--- config.mk ---
export PLATFORM = sky130hd
export DESIGN_NAME = param_bus_cpu
export DESIGN_NICKNAME = d
export VERILOG_FILES = /design/src/rtl/param_bus_cpu.sv
export SDC_FILE = /design/constraint.sdc
export NUM_CORES = 1
export LEC_CHECK = 0
export CAP_MARGIN = 20
export CORE_MARGIN = 2
export CORE_UTILIZATION = 38
export DETAILED_ROUTE_END_ITERATION = 10
export PLACE_DENSITY = 0.64
export SLEW_MARGIN = 20
export SYNTH_ARGS = -nofsm -noshare
export SYNTH_HDL_FRONTEND = slang
export SYNTH_SLANG_ARGS = --single-unit
--- constraint.sdc ---
create_clock -name clock -period 9.8 [get_ports clock]
set_clock_uncertainty 0.2 [all_clocks]
set_input_delay 0.98 -clock clock [delete_from_list [all_inputs] [get_ports clock]]
set_output_delay 0.98 -clock clock [all_outputs]
set_load 0.1 [all_outputs]
--- src/rtl/param_bus_cpu.sv ---
// Parametrised common-bus CPU core.
// The PC, IR, ALU operand latches, ALU result and register file all share one
// internal bus, and a multi-cycle control FSM drives it.
// Instructions arrive through a request/valid fetch handshake.
module param_bus_cpu #(
  parameter  int unsigned DATA_W   = 8,
  parameter  int unsigned NUM_REGS = 4,
  localparam int unsigned RA_W     = $clog2(NUM_REGS),
  localparam int unsigned INSTR_W  = 3 + 2 * RA_W + DATA_W
) (
  input  logic               clock,
  input  logic               reset_n,
  output logic               imem_req,
  output logic [DATA_W-1:0]  imem_addr,
  input  logic               imem_valid,
  input  logic [INSTR_W-1:0] imem_data,
  input  logic               dbg_sel_pc,
  input  logic [RA_W-1:0]    dbg_addr,
  output logic [DATA_W-1:0]  dbg_value,
  output logic               retire,
  output logic               halted,
  output logic               flag_z,
  output logic               flag_c
);

  localparam logic [2:0] S_IDLE   = 3'd0;
  localparam logic [2:0] S_FETCH  = 3'd1;
  localparam logic [2:0] S_SRC1   = 3'd2;
  localparam logic [2:0] S_SRC2   = 3'd3;
  localparam logic [2:0] S_WB     = 3'd4;
  localparam logic [2:0] S_RETIRE = 3'd5;
  localparam logic [2:0] S_HALTED = 3'd6;

  localparam logic [2:0] OP_NOP  = 3'd0;
  localparam logic [2:0] OP_LDI  = 3'd1;
  localparam logic [2:0] OP_MOV  = 3'd2;
  localparam logic [2:0] OP_ADD  = 3'd3;
  localparam logic [2:0] OP_SUB  = 3'd4;
  localparam logic [2:0] OP_AND  = 3'd5;
  localparam logic [2:0] OP_JNZ  = 3'd6;
  localparam logic [2:0] OP_HALT = 3'd7;

  logic [2:0]         state, state_nxt;
  logic [DATA_W-1:0]  pc;
  logic [INSTR_W-1:0] ir;
  logic [DATA_W-1:0]  src1, src2;
  logic [DATA_W-1:0]  regs [NUM_REGS];
  logic [DATA_W-1:0]  bus;
  logic [DATA_W:0]    alu_wide;
  logic [DATA_W-1:0]  alu_res;

  logic [2:0]         op;
  logic [RA_W-1:0]    rd, rs;
  logic [DATA_W-1:0]  imm;

  assign op  = ir[INSTR_W-1 -: 3];
  assign rd  = ir[DATA_W+RA_W +: RA_W];
  assign rs  = ir[DATA_W +: RA_W];
  assign imm = ir[DATA_W-1:0];

  assign imem_addr = pc;
  assign dbg_value = dbg_sel_pc ? pc : regs[dbg_addr];
  assign alu_res   = alu_wide[DATA_W-1:0];

  // ALU: the extra top bit carries the ADD carry or the SUB borrow
  always_comb begin
    alu_wide = {1'b0, src2};
    case (op)
      OP_ADD:  alu_wide = {1'b0, src1} + {1'b0, src2};
      OP_SUB:  alu_wide = {1'b0, src1} - {1'b0, src2};
      OP_AND:  alu_wide = {1'b0, src1 & src2};
      default: alu_wide = {1'b0, src2};
    endcase
  end

  // Select the single bus driver for the current state
  always_comb begin
    bus = '0;
    case (state)
      S_FETCH: bus = pc;
      S_SRC1:  bus = regs[rd];
      S_SRC2:  bus = (op == OP_LDI || op == OP_JNZ) ? imm : regs[rs];
      S_WB:    bus = alu_res;
      default: bus = '0;
    endcase
  end

  // Control FSM state register
  always_ff @(posedge clock or negedge reset_n) begin
    if (!reset_n) state <= S_IDLE;
    else          state <= state_nxt;
  end

  // Control FSM next-state logic
  always_comb begin
    state_nxt = state;
    case (state)
      S_IDLE:   state_nxt = S_FETCH;
      S_FETCH:  if (imem_valid) state_nxt = S_SRC1;
      S_SRC1: begin
        if (op == OP_HALT)     state_nxt = S_HALTED;
        else if (op == OP_NOP) state_nxt = S_RETIRE;
        else                   state_nxt = S_SRC2;
      end
      S_SRC2:   state_nxt = S_WB;
      S_WB:     state_nxt = S_RETIRE;
      S_RETIRE: state_nxt = S_FETCH;
      S_HALTED: state_nxt = S_HALTED;
      default:  state_nxt = S_IDLE;
    endcase
  end

  // Registered status outputs, aligned with the state they describe
  always_ff @(posedge clock or negedge reset_n) begin
    if (!reset_n) begin
      imem_req <= 1'b0;
      retire   <= 1'b0;
      halted   <= 1'b0;
    end else begin
      imem_req <= (state_nxt == S_FETCH);
      retire   <= (state_nxt == S_RETIRE);
      halted   <= (state_nxt == S_HALTED);
    end
  end

  // Datapath: fetch, operand latches, register writeback, flags, branch
  always_ff @(posedge clock or negedge reset_n) begin
    if (!reset_n) begin
      pc     <= '0;
      ir     <= '0;
      src1   <= '0;
      src2   <= '0;
      flag_z <= 1'b0;
      flag_c <= 1'b0;
      for (int unsigned i = 0; i < NUM_REGS; i++) regs[i] <= '0;
    end else begin
      case (state)
        S_FETCH: begin
          if (imem_valid) begin
            ir <= imem_data;
            pc <= pc + DATA_W'(1);
          end
        end
        S_SRC1: src1 <= bus;
        S_SRC2: src2 <= bus;
        S_WB: begin
          if (op >= OP_LDI && op <= OP_AND) regs[rd] <= bus;
          if (op >= OP_ADD && op <= OP_AND) begin
            flag_z <= (alu_res == '0);
            flag_c <= alu_wide[DATA_W];
          end
          // A taken branch overrides the PC already incremented at fetch
          if (op == OP_JNZ && src1 != '0) pc <= src2;
        end
        default: ;
      endcase
    end
  end

endmodule

==> impl_metrics.json, run 1 <==
{
  "status": "completed",
  "synthMuxAreaShare": 0.270,
  "slew_headroom": 0.348,
  "first_global_vias": 3557,
  "grt_antenna_before_repair": 0,
  "max_stage_delay_ns": 0.97,
  "critical_path.most_common_cell": "clkdlybuf4s50_1",
  "cp_top_family": "buffers and inverters",
  "htree_levels": 3,
  "final_hold_viol_count": 0,
  "drt_wl_total_um": 12600,
  "hold_buffers": 0,
  "synth_edf_count": 0,
  "wire_per_inst_um": 19.8,
  "path_max_fanout": 8,
  "design_area_um2": 5750,
  "cp_num_cells": 4,
  "final.period_utilization": 0.498,
  "synth_area_um2": 4870,
  "placed_area_um2": 5390,
  "cts_root_buffer": "clkbuf_16",
  "final_cell_count_no_fill": 635,
  "initial_core_util": 0.387,
  "synth-seq-cells": 79,
  "yosysWarnings": 0,
  "cts_sinks": 79,
  "max_freq_mhz": 205,
  "setup_viol": 0,
  "layout_commonest_cell": "dfrtp_1",
  "cp-end-kind": "output port",
  "path_buf_inv": 2,
  "fillers": 1135,
  "clkTransAtPathRegs_ns": 0.06,
  "slowest_stage": "clkdlybuf4s50_1",
  "layout.cells.most_common_list": "79 x dfrtp_1, 60 x mux2_2, 40 x clkdlybuf4s50_1",
  "cts_made_buffers": 9,
  "cts_tree": "built",
  "timing.final.crit_period_ns": 4.88,
  "worst_pin_slew_ns": 0.975,
  "vias_per_cell": 5.74,
  "cp.required_ns": 8.62,
  "synth_compound_area_frac": 0.125,
  "synth_top_family_by_area": "multiplexers",
  "path_cells": "clkdlybuf4s50_1 > mux4_2 > mux2_2 > clkdlybuf4s50_1",
  "synth_flop_cell": "dfrtp_1",
  "startpoint_type": "input port",
  "regArea_um2": 1980,
  "place_ws_ns": 4.89,
  "numPortBuffers": 41,
  "ant_nets": 0,
  "diodes": 0,
  "synthArstFlopShare": 1.00,
  "insertion_delay_ns": 0.34,
  "place.gp.congestion": 0.925,
  "dr_total_vias": 3646,
  "ctsLongestPathBuffers": 2,
  "hpwl_um": 9140,
  "synth_simple_gate_area_share": 0.116,
  "ios": 42,
  "ctsResizeCount": 0,
  "critical_path_class": "input port to output port",
  "min_path_type": "input port to asynchronous set/reset pin",
  "synthAdderAreaFrac": 0.0324,
  "dr.pass1.iters": 5,
  "die_x_um": 117,
  "synthesis.nets": 462,
  "grt-ovfl-total": 0,
  "critical_path_arrival_ns": 3.70,
  "cap_viol_max_count": 0,
  "drive_gt1_frac": 0.242,
  "worstRegToRegCells": 9,
  "yosysSeqAreaShare": 0.406,
  "route.detailed.drc": 0,
  "maxSlewViolCount": 0,
  "synth_cell_types": 60,
  "avgSynthCellArea_um2": 11.3,
  "synth-xor-area-share": 0.0180,
  "grt_use_total": 0.196,
  "post_cts_buffers": 0,
  "grt_max_degree": 80,
  "finalWorstSetupSlack_ns": 4.92,
  "finalSetupTns_ns": 0,
  "die_h_um": 117,
  "synth_cells": 429,
  "core-area_um2": 12600,
  "dp_cells": 618,
  "std_cell_rows": 41,
  "nets": 491,
  "grt_pass1_wl_um": 20000,
  "drtIter0Drc": 284,
  "fp.dieArea_um2": 13700,
  "multi_input_area_um2": 2750,
  "rsz0062_at_grt": "false",
  "layout-area-overhead-vs-synth_pct": 18.1
}
[cells in the mapped netlist (all sizes together) (6+ instances only)]
| master | n | area, µm² |
|---|---|---|
| nand2 | 30 | 113 |
| nor2 | 18 | 72.6 |
| mux2i | 10 | 100 |
| mux4 | 24 | 541 |
| buf | 11 | 58.8 |
| inv | 11 | 41.3 |
| xnor2 | 9 | 78.8 |
| dfrtp | 79 | 1980 |
| mux2 | 60 | 676 |
| ha | 11 | 138 |
| nor2b | 7 | 43.8 |
| o21ai | 31 | 155 |
| nand3 | 7 | 35.0 |
| clkbuf | 14 | 53.8 |
| a31oi | 7 | 43.8 |
| and3 | 6 | 37.5 |
| nor3b | 8 | 76.3 |
| a21oi | 19 | 106 |
| nor3 | 8 | 40.0 |
[flip-flops by register name, indices dropped and copies added, names as in the netlist]
register / count
retire: 1
flag_c: 1
src2: 8
src1: 8
imem_addr: 8
state: 3
imem_req: 1
halted: 1
flag_z: 1
regs: 32
ir: 15
[path summary, 6_finish.rpt]
check | from | endpoint | slack [ns]
worst max-delay path | dbg_addr[0] | dbg_value[6] | 4.92
worst min register to register | ir[4]$_DFFE_PN0P_ | ir[4]$_DFFE_PN0P_ | 0.32
worst max register to register | ir[13]$_DFFE_PN0P_ | regs[14]$_DFFE_PN0P_ | 5.50
min in group clock | ir[4]$_DFFE_PN0P_ | ir[4]$_DFFE_PN0P_ | 0.32
worst min-delay path | reset_n | regs[23]$_DFFE_PN0P_ | 0.32
max in group asynchronous | reset_n | ir[12]$_DFFE_PN0P_ | 8.48
[metrics by stage]
step                hold slack [ns]  utilization
global placement              0.299        0.429
detailed placement            0.308        0.429
finish                        0.320        0.458
floorplan                     0.280            -
CTS                           0.326        0.455
global route                  0.335        0.458
[layer usage]
layer	share of wire	GRT usage	wire, µm
met1	0.43	0.261	5340
met4	0.022	0.0871	281
met5	0	0	0
met3	0.050	0.0299	628
met2	0.50	0.317	6320
[cell families after synthesis]
logic type,count (synthesis)
adders and majority gates,12
muxes,94
and+or+nand+nor,105
DFF,79
xor gates and xnor gates,10
AOI/OAI and AO/OA,93
buffers and inverters,36
[cell type report]
type                       instances  area share
clock buffer                      13      0.0452
inverter                          11     0.00718
timing repair buffer              43      0.0770
sequential                        79       0.344
multi-input combinational        314       0.478
clock inverter                     3      0.0113
tap                              172      0.0374
Power of run 1 is left out: the tool's default activity adds up to more than one toggle a clock period on the data nets, which glitch-free logic cannot reach.
==> run 2: changes to the inputs <==
- PLACE_DENSITY: 0.64 -> 0.66
- clock period: 9.8 -> 4.25 ns (I/O delays scaled with it)
==> impl_metrics.json, run 2 (synthesis gave the netlist of run 1 again) <==
{
  "status": "completed",
  "final.period_utilization": 0.867,
  "grt_use_total": 0.199,
  "drtIter0Drc": 288,
  "reg.largest.list": "regs: 32 flops, ir: 15 flops",
  "clkTransAtPathRegs_ns": 0.06,
  "die_h_um": 117,
  "grt_max_degree": 80,
  "slew_headroom": 0.352,
  "numPortBuffers": 41,
  "path_cells": "nor3b_2 > mux2i_1 > ha_1 > nor2b_1 > o21a_1 > or3_1 > a32oi_1 > o22ai_1 > mux2_2",
  "path_buf_inv": 0,
  "fp.dieArea_um2": 13700,
  "grt_pass1_wl_um": 20400,
  "wire_per_inst_um": 19.9,
  "std_cell_rows": 41,
  "dr_total_vias": 3685,
  "largest_reg_flops": 32,
  "startpoint_type": "flip-flop",
  "timing.final.crit_period_ns": 3.68,
  "nets": 497,
  "max_freq_mhz": 271,
  "rsz0062_at_grt": "false",
  "initial_core_util": 0.387,
  "cts_root_buffer": "clkbuf_16",
  "cap_viol_max_count": 0,
  "core-area_um2": 12600,
  "cts_sinks": 79,
  "grt_util_met1": 0.259,
  "critical_path_arrival_ns": 3.70,
  "cts_made_buffers": 9,
  "htree_levels": 3,
  "grt_antenna_before_repair": 0,
  "first_global_vias": 3843,
  "ctsResizeCount": 0,
  "ant_nets": 0,
  "diodes": 0,
  "drive_gt1_frac": 0.267,
  "ios": 42,
  "final_hold_viol_count": 0,
  "maxSlewViolCount": 0,
  "layout_commonest_cell": "dfrtp_1",
  "worst_pin_slew_ns": 0.969,
  "whs_ns": 0.324,
  "hpwl_um": 9340,
  "setup_viol": 0,
  "vias_per_cell": 5.76,
  "busiest_layer": "met2",
  "drt_wl_total_um": 12800,
  "cp_top_family": "simple AND/OR/NAND/NOR gates",
  "regMostFlops": "regs",
  "min_path_type": "flip-flop to flip-flop",
  "use_met3": 0.0324,
  "cp-end-kind": "flip-flop",
  "cts_tree": "built",
  "gr-usage-met2": 0.334,
  "hold_buffers": 0,
  "layout.cells.most_common_list": "79 x dfrtp_1, 60 x mux2_2, 32 x clkdlybuf4s50_1",
  "dr.pass1.iters": 4,
  "cp.required_ns": 4.26,
  "layout-area-overhead-vs-synth_pct": 18.3,
  "post_cts_buffers": 0,
  "grt-ovfl-total": 0,
  "critical_path_class": "flip-flop to flip-flop",
  "slowest_stage": "dfrtp_1",
  "ctsLongestPathBuffers": 2,
  "path_max_fanout": 16,
  "max_stage_delay_ns": 0.55,
  "route.detailed.drc": 0,
  "insertion_delay_ns": 0.34,
  "finalSetupTns_ns": 0,
  "die_x_um": 117,
  "place.gp.congestion": 0.932
}
## run 2: cell count changes in the layout (fill, tap and decap cells not counted), sizes merged
cell	change
buf	+13
clkbuf	-3
clkdlybuf4s50	-8
clkinvlp	+2
dlygate4sd3	+1
## run 2: final cells by class
| cell class | count | area (µm²) |
|---|---|---|
| multi-input combinational | 314 | 2750 |
| tap | 172 | 215 |
| sequential | 79 | 1980 |
| clock inverter | 5 | 83.8 |
| inverter | 11 | 41.3 |
| clock buffer | 10 | 229 |
| timing repair buffer | 49 | 463 |
| fill | 1137 | 6810 |
## run 2: worst register-to-register path, stage by stage, from the launching register on
cell and delay, ns:
dfrtp_1 0.55, nor3b_2 0.51, mux2i_1 0.37, ha_1 0.29, nor2b_1 0.14, o21a_1 0.17
or3_1 0.31, a32oi_1 0.46, o22ai_1 0.25, mux2_2 0.31
## run 2: per-stage QoR
step           std cells  instance area [µm²]  worst slack (ns)   util
6_report             640                 5760             0.565  0.458
5_1_grt              640                 5760             0.348  0.458
4_1_cts              638                 5720             0.598  0.455
3_5_place_dp         623                 5410             0.626  0.430
3_3_place_gp         623                 5410             0.617  0.430
2_1_floorplan        429                 4870              1.05      -
## run 2: final timing paths
path / start / endpoint / depth (start not counted) / slack (ns)
setup reg to reg: ir[12]$_DFFE_PN0P_ / regs[11]$_DFFE_PN0P_ / 9 / 0.57
hold reg to reg: ir[3]$_DFFE_PN0P_ / ir[3]$_DFFE_PN0P_ / 1 / 0.32
setup / recovery: ir[12]$_DFFE_PN0P_ / regs[11]$_DFFE_PN0P_ / 9 / 0.57
hold / removal: ir[3]$_DFFE_PN0P_ / ir[3]$_DFFE_PN0P_ / 1 / 0.32
min in group asynchronous: reset_n / regs[9]$_DFFE_PN0P_ / 2 / 0.39
max in group asynchronous: reset_n / ir[6]$_DFFE_PN0P_ / 3 / 2.86
## run 2: metal layers
metal  routed length (µm)  share of wire
met1                 5560           0.44
met2                 6320           0.50
met3                  569          0.045
met4                  300          0.024
met5                    0              0
Power of run 2 is left out for the same reason.
